$ cat src/rtl/digit_pkg.sv
// Shared constants and FSM encoding for the digit classifier datapath
// (mac3 partial sums feeding mac_argmax).
package digit_pkg;
    localparam int SUM_W           = 20;
    localparam int WORDS_PER_CLASS = 4;
    localparam int NUM_CLASSES     = 10;
    localparam int ACC_W           = 24;
    localparam int CLASS_W         = 4;

    typedef enum logic {
        ST_ACC  = 1'b0,
        ST_DONE = 1'b1
    } state_t;
endpackage

$ cat src/rtl/score_compare.sv
// Running-maximum update for one class score: strict signed greater-than,
// so ties keep the earlier (lower) class index.
module score_compare #(
    parameter int ACC_W   = digit_pkg::ACC_W,
    parameter int CLASS_W = digit_pkg::CLASS_W
) (
    input  logic signed [ACC_W-1:0]   score,
    input  logic signed [ACC_W-1:0]   best_score,
    input  logic        [CLASS_W-1:0] best_idx,
    input  logic        [CLASS_W-1:0] class_cnt,
    input  logic                      first,
    output logic signed [ACC_W-1:0]   best_score_nxt,
    output logic        [CLASS_W-1:0] best_idx_nxt
);
    logic take;

    assign take           = first || (score > best_score);
    assign best_score_nxt = take ? score : best_score;
    assign best_idx_nxt   = take ? class_cnt : best_idx;
endmodule

$ cat src/rtl/mac_argmax.sv
// Accumulates WORDS_PER_CLASS mac3 sums per class score, tracks the argmax
// over NUM_CLASSES scores and presents the winner on a valid/ready port.
module mac_argmax #(
    parameter int SUM_W           = digit_pkg::SUM_W,
    parameter int WORDS_PER_CLASS = digit_pkg::WORDS_PER_CLASS,
    parameter int NUM_CLASSES     = digit_pkg::NUM_CLASSES,
    parameter int ACC_W           = digit_pkg::ACC_W
) (
    input  logic                                clk,
    input  logic                                rst,
    input  logic                                in_valid,
    output logic                                in_ready,
    input  logic signed [SUM_W-1:0]             in_sum,
    output logic                                out_valid,
    input  logic                                out_ready,
    output logic        [digit_pkg::CLASS_W-1:0] out_class,
    output logic signed [ACC_W-1:0]             out_score
);
    import digit_pkg::*;

    localparam int WCW = (WORDS_PER_CLASS > 1) ? $clog2(WORDS_PER_CLASS) : 1;

    function automatic logic signed [ACC_W-1:0] sext(input logic signed [SUM_W-1:0] v);
        return {{(ACC_W-SUM_W){v[SUM_W-1]}}, v};
    endfunction

    state_t state, state_nxt;

    logic signed [ACC_W-1:0]   acc;
    logic        [WCW-1:0]     word_cnt;
    logic        [CLASS_W-1:0] class_cnt;
    logic signed [ACC_W-1:0]   best_score;
    logic        [CLASS_W-1:0] best_idx;

    logic                      accept;
    logic                      last_word;
    logic                      last_class;
    logic signed [ACC_W-1:0]   score;
    logic signed [ACC_W-1:0]   best_score_nxt;
    logic        [CLASS_W-1:0] best_idx_nxt;

    assign in_ready   = (state == ST_ACC);
    assign out_valid  = (state == ST_DONE);
    assign accept     = in_valid && in_ready;
    assign last_word  = (word_cnt == WCW'(WORDS_PER_CLASS - 1));
    assign last_class = (class_cnt == CLASS_W'(NUM_CLASSES - 1));
    assign score      = acc + sext(in_sum);

    score_compare #(
        .ACC_W   (ACC_W),
        .CLASS_W (CLASS_W)
    ) u_cmp (
        .score          (score),
        .best_score     (best_score),
        .best_idx       (best_idx),
        .class_cnt      (class_cnt),
        .first          (class_cnt == '0),
        .best_score_nxt (best_score_nxt),
        .best_idx_nxt   (best_idx_nxt)
    );

    always_ff @(posedge clk or posedge rst) begin
        if (rst) state <= ST_ACC;
        else     state <= state_nxt;
    end

    always_comb begin
        state_nxt = state;
        case (state)
            ST_ACC:  if (accept && last_word && last_class) state_nxt = ST_DONE;
            ST_DONE: if (out_ready) state_nxt = ST_ACC;
            default: state_nxt = ST_ACC;
        endcase
    end

    // Accumulate / compare stage: one accepted beat per cycle
    always_ff @(posedge clk or posedge rst) begin
        if (rst) begin
            acc        <= '0;
            word_cnt   <= '0;
            class_cnt  <= '0;
            best_score <= '0;
            best_idx   <= '0;
            out_class  <= '0;
            out_score  <= '0;
        end else if (accept) begin
            if (last_word) begin
                acc        <= '0;
                word_cnt   <= '0;
                best_score <= best_score_nxt;
                best_idx   <= best_idx_nxt;
                if (last_class) begin
                    class_cnt <= '0;
                    out_class <= best_idx_nxt;
                    out_score <= best_score_nxt;
                end else begin
                    class_cnt <= class_cnt + 1'b1;
                end
            end else begin
                acc      <= score;
                word_cnt <= word_cnt + 1'b1;
            end
        end else if (out_valid && out_ready) begin
            // Result taken: the next frame starts with a clean running maximum
            best_score <= '0;
            best_idx   <= '0;
        end
    end
endmodule

$ cat config.mk
export PLATFORM = sky130hd
export DESIGN_NAME = mac_argmax
export DESIGN_NICKNAME = d
export VERILOG_FILES = /design/src/rtl/digit_pkg.sv /design/src/rtl/score_compare.sv /design/src/rtl/mac_argmax.sv
export SDC_FILE = /design/constraint.sdc
export NUM_CORES = 1
export LEC_CHECK = 0
export CAP_MARGIN = 30
export CORE_MARGIN = 2
export CORE_UTILIZATION = 50
export DETAILED_ROUTE_END_ITERATION = 6
export PLACE_DENSITY = 0.82
export SYNTH_ARGS = -nofsm -noshare
export SYNTH_HDL_FRONTEND = slang
export SYNTH_HIERARCHICAL = 1
export SYNTH_SLANG_ARGS = --single-unit
$ cat constraint.sdc
create_clock -name clk -period 6.2 [get_ports clk]
set_clock_uncertainty 0.05 [all_clocks]
set_input_delay 0.62 -clock clk [delete_from_list [all_inputs] [get_ports clk]]
set_output_delay 0.62 -clock clk [all_outputs]
set_load 0.01 [all_outputs]
---- Word level (Yosys, flattened, before mapping) ----
Cells that the tools add are included.
word-level totals
  register bits after elaboration ......... 87
  output and inout bits ................... 30
  logic and storage cells ................. 40
operators by class
  add/subtract/negate cells ............... 3
  order comparisons ....................... 1
  equality and inequality tests ........... 3
  muxes and demuxes ....................... 14
  bitwise gates (word level) .............. 1
  reductions and logical operators ........ 10
operator list
  cell                 number
  $mux 24              5
  $add 24x20->24       1
  $gt 24x24->1         1
  $mux 4               5
  $add 4x1->4 const B  1
  $eq 4x4->1 const B   1
  $logic_and 1x1->1    4
  $logic_not 4->1      1
  $reduce_and 2->1     2
  $reduce_and 3->1     1
  $add 2x1->2 const B  1
  $eq 2x2->1 const B   1
  $mux 1               2
  $mux 2               1
  $ne 2x1->1 const B   1
  $pmux 1 s2           1
  $reduce_bool 2->1    1
  $logic_or 1x1->1     1
  $not 1->1            1

---- Logic depth before layout (Yosys ltp) ----
  depth after elaboration ................. 6
  depth in mapped cells ................... 20
  depth with buffers taken out ............ 18

---- Modules after synthesis ----
The synthesis kept the hierarchy.
by module, submodules not included
  module         instances  cells each  area an instance (sq um)  sequential area each (sq um)
  mac_argmax     1          487         4739.5                    2177.1
  score_compare  1          122         1092.3                    0.0

---- Worst setup path after synthesis ----
No wires, ideal clock.
  path type ............................... input -> register
  start ................................... in in_sum[4]
  end ..................................... reg out_class[0] in the netlist's numbering
  library setup time ...................... 0.125 ns
  arrival ................................. 4.806 ns
  required time ........................... 6.025 ns
  path slack .............................. 1.219 ns
  stages .................................. 18
  path buffers ............................ 2
  cell sequence ........................... ha_1 -> a21o_1 -> a31o_2 -> a31oi_4 -> o31ai_2 -> o311a_1 -> or3_1 -> and2_1 -> ha_1 -> nand4_2 -> or3_1 -> o32a_1 -> and4_1 -> or3_1 -> buf_6 -> buf_12 -> mux2_4 -> mux2_2
between the ends
  word-level cells in the longest chain between the ends .. 4
RTL lines
  what                       line                 RTL
  start, declared            mac_argmax.sv:13     input logic signed [SUM_W-1:0] in_sum,
  $add 24x20->24             mac_argmax.sv:47     assign score = acc + sext(in_sum);
  named net score[21]        mac_argmax.sv:38     logic signed [ACC_W-1:0] score;
  $gt 24x24->1               score_compare.sv:17  assign take = first || (score > best_score);
  $logic_or 1x1->1           score_compare.sv:17
  $mux 4                     score_compare.sv:19  assign best_idx_nxt = take ? class_cnt : best_idx;
  named net best_idx_nxt[0]  mac_argmax.sv:40     logic [CLASS_W-1:0] best_idx_nxt;
  end signal, assigned       mac_argmax.sv:94     out_class <= best_idx_nxt;
  end, declared              mac_argmax.sv:16     output logic [digit_pkg::CLASS_W-1:0] out_class,
The timed path passes the listed nets, and every way through them passes these cells.
A chain may end at the register's enable or synchronous reset.

---- Worst setup path in the final report ----
  start ................................... in in_sum[0]
  end ..................................... reg out_class[0] in the netlist's numbering
Same word-level chain as after synthesis.

==> results.txt <==
CTS tree -> yes
Fraction of synthesized cell area taken by the top area cell type -> 37.3%
Count of port buffers added during placement -> 53
Final #Nets -> 726
Final hold violation count -> 0
Clock-pin slew reported for the worst setup and hold paths after clock tree synthesis -> 60 ps
Critical Path, Cell by Cell -> clkdlybuf4s50_1 -> ha_1 -> fa_1 -> a21o_1 -> nand4_1 -> a21oi_1 -> o211ai_1 -> and3_1 -> o21ai_0 -> xor2_1 -> ha_1 -> nand4_1 -> or3_1 -> o32a_1 -> and4_1 -> or3_1 -> buf_4 -> mux2_4 -> mux2_2
Synthesized area -> 5830 um2
Starting density of the core -> 51.1%
Type of the worst min-delay path -> register to register
Vias per cell -> 5.88
Number of core rows -> 39
DIE HEIGHT -> 112 um
Total Wirelength -> 14,100 um
Max Transition Viols Final -> 0
Clk Latency, worst-skew pair -> 350 ps
Final worst slack -> 688 ps
Result of the run -> finished clean
Global routing usage on met3 -> 3.81%
Layout cell share with drive strength beyond 1 -> 14.0%
Slowest stage cell on the critical path -> sky130_fd_sc_hd__fa_1
Total setup violations reported at the end of the flow -> 0
EDFF count, synth -> 0
WL per Instance -> 17.6 um
Unrepaired setup endpoints after global routing -> false
Number of clock buffers inserted by TritonCTS -> 9
Horizontal die dimension -> 112 um
Post-route antenna net violation count -> 0
Net count after synthesis -> 682
Library cell with the largest summed area after synthesis -> sky130_fd_sc_hd__dfrtp_1
Remaining max-slew budget at the tightest pin -> 43.1%
GP Congestion -> 0.907
Sort of element at the end of the critical path -> register
Post-Synthesis Cells -> 609
Met2 demand-to-capacity share in global routing -> 37.5%
Number of antenna repair diodes -> 0
Number of antenna violations at the first check in global routing -> 0
Worst EP arrival -> 5700 ps
Sum of overflow across all layers after global routing -> 0
Filler cell count -> 953
Leading cell types by total area after synthesis -> sky130_fd_sc_hd__dfrtp_1, sky130_fd_sc_hd__ha_1, sky130_fd_sc_hd__mux2_2, sky130_fd_sc_hd__nand2_1, sky130_fd_sc_hd__mux2_4
Critical setup path kind -> input pin to register
Clock root buffer -> sky130_fd_sc_hd__clkbuf_16
Final critical delay including setup and external delays -> 5510 ps
Actual slew at the worst max-slew pin -> 854 ps
Core occupancy in the finished layout -> 59.6%
Largest stage delay on the critical path -> 460 ps
Top-level I/O count -> 54
DP Worst Slack -> 422 ps
Max Cap Violations -> 0
Total negative slack for setup checks -> 0 ps
Top achievable clock speed -> 0.181 GHz
Total number of clock tree sinks -> 87
Core box area -> 11,400 um2
HPWL reported at the end of detailed placement -> 9970 um
Portion of the post-synthesis area used by sequential elements -> 37.3%
Required time of the critical path -> 6390 ps
Maximum root-to-sink buffer count -> 2
Share of flip-flops with an asynchronous set or reset after synthesis -> 100%
Global-route met1 utilization -> 31.1%
Distinct cell type count after synthesis -> 59
Most frequent cells in the layout -> sky130_fd_sc_hd__nand2_1, sky130_fd_sc_hd__dfrtp_1, sky130_fd_sc_hd__clkdlybuf4s50_1, sky130_fd_sc_hd__ha_1, sky130_fd_sc_hd__o21ai_0
Drt pass-1 iters -> 5
Buffers inserted during post-CTS setup optimization -> 0
Number of global-route vias before repair -> 4,856
Mapped Avg Cell Area -> 9.58 um2
Dominant synthesized flop cell -> sky130_fd_sc_hd__dfrtp_1
Final period utilization -> 88.9%
Wire length of the first global-routing pass -> 23,500 um
Most common cell after layout, fill and taps aside -> sky130_fd_sc_hd__nand2_1
H-tree depth -> 3
Iter 0 DRT Violations -> 379
Layer carrying the most global-route usage -> met2
Number of hold buffers added after CTS -> 0
# DRC -> 0
Total Die Area -> 12,500 um2
Critical path peak fanout -> 14
Type of origin of the critical path -> input pin
Count of synthesis-stage warnings from yosys -> 6
Resized cells post-CTS -> 0
Largest net degree at the start of global routing -> 63
Global-route total usage across every layer -> 23.2%
Total via count in the routed design -> 4,709
Synth-to-layout area growth -> 16.6%
Flip-flop and latch count after synthesis -> 87
==> cells in the mapped netlist, types with 2 or more instances <==
cell                        n
sky130_fd_sc_hd__nor3_1     7
sky130_fd_sc_hd__nor3b_1    2
sky130_fd_sc_hd__and3b_1    2
sky130_fd_sc_hd__buf_12     2
sky130_fd_sc_hd__xor2_1     8
sky130_fd_sc_hd__o211ai_1   2
sky130_fd_sc_hd__clkbuf_1  24
sky130_fd_sc_hd__a41o_1     2
sky130_fd_sc_hd__a22o_1    15
sky130_fd_sc_hd__nand3_1    8
sky130_fd_sc_hd__nand2b_1   3
sky130_fd_sc_hd__o31ai_1    2
sky130_fd_sc_hd__a21oi_1   33
sky130_fd_sc_hd__or3_1      7
sky130_fd_sc_hd__o21ai_0   45
sky130_fd_sc_hd__mux2_4    20
sky130_fd_sc_hd__inv_1     34
sky130_fd_sc_hd__xnor2_1   12
sky130_fd_sc_hd__and2_1     2
sky130_fd_sc_hd__nand3b_1   2
sky130_fd_sc_hd__a31o_2     2
sky130_fd_sc_hd__nand4_1   15
sky130_fd_sc_hd__a32o_1     2
sky130_fd_sc_hd__ha_1      48
sky130_fd_sc_hd__mux2_2    36
sky130_fd_sc_hd__a21o_1    14
sky130_fd_sc_hd__o311a_1    2
sky130_fd_sc_hd__a211o_1    3
sky130_fd_sc_hd__nand2_1   95
sky130_fd_sc_hd__a211oi_1   2
sky130_fd_sc_hd__dfrtp_1   87
sky130_fd_sc_hd__nor2_1    21
sky130_fd_sc_hd__o21a_1     7
sky130_fd_sc_hd__o311ai_0   2
sky130_fd_sc_hd__a21boi_0   3
sky130_fd_sc_hd__nor4_1     3
sky130_fd_sc_hd__and3_1     3
sky130_fd_sc_hd__o21bai_1   3
sky130_fd_sc_hd__buf_2      3
sky130_fd_sc_hd__nor2b_1    6
sky130_fd_sc_hd__o41ai_1    2
==> metal layers <==
metal,up-vias,wire length (um)
li1,2269,-
met3,24,625
met1,2301,6400
met2,115,6740
met5,-,0
met4,0,307
==> state kept, by name (all words and copies together) (netlist names) <==
signal,flops
best_idx,4
best_score,24
out_valid,1
out_score,24
acc,24
out_class,4
word_cnt,2
class_cnt,4
==> path summary, 6_finish.rpt <==
check	slack [ps]	startpoint	cells past startpoint	end
worst max register to register	1010	acc[0]$_DFFE_PP0P_	18	out_class[0]$_DFFE_PP0P_
min in group asynchronous	590	rst	3	best_score[5]$_DFFE_PP0P_
max in group asynchronous	4880	rst	4	out_score[9]$_DFFE_PP0P_
worst min-delay path	440	best_idx[3]$_DFFE_PP0P_	2	best_idx[3]$_DFFE_PP0P_
worst max-delay path	690	in_sum[0]	19	out_class[0]$_DFFE_PP0P_
worst min register to register	440	best_idx[3]$_DFFE_PP0P_	2	best_idx[3]$_DFFE_PP0P_
==> layout make-up <==
type | count | area, um2 | share of cell area, %
inverters | 34 | 129 | 1.89
repair buffers | 64 | 633 | 9.31
multi-input cells | 457 | 3370 | 49.6
clock buffers | 12 | 256 | 3.77
clock inverters | 4 | 53.8 | 0.791
well taps | 143 | 179 | 2.63
flip-flops and latches | 87 | 2180 | 32.0
==> worst max-delay path: cells and delay by family <==
family          cells  cell delay [ps]
mux                 2              590
compound gates      5              980
buf+inv             2              660
simple gates        6             1580
fa+ha+maj           3             1040
xor+xnor            1              200
==> cell families after synthesis <==
| family | count (synthesis) | share of synthesized area, % |
|---|---|---|
| muxes | 56 | 12.1 |
| and+or+nand+nor | 182 | 14.7 |
| adders and majority gates | 49 | 10.6 |
| xor gates and xnor gates | 20 | 3.00 |
| DFF | 87 | 37.3 |
| AOI/OAI and AO/OA | 150 | 17.3 |
| buffers and inverters | 65 | 4.93 |
==> stage by stage <==
stage	area (um2)	hold slack, ps	std cells
final	6800	435	801
after global routing	6800	467	801
after CTS	6800	438	801
after detailed placement	6490	424	785
after global placement	6460	405	784
after floorplan	5830	393	609
Power is not shown: default switching activity piles up to over one toggle a cycle in this logic, so the estimate is an artifact.
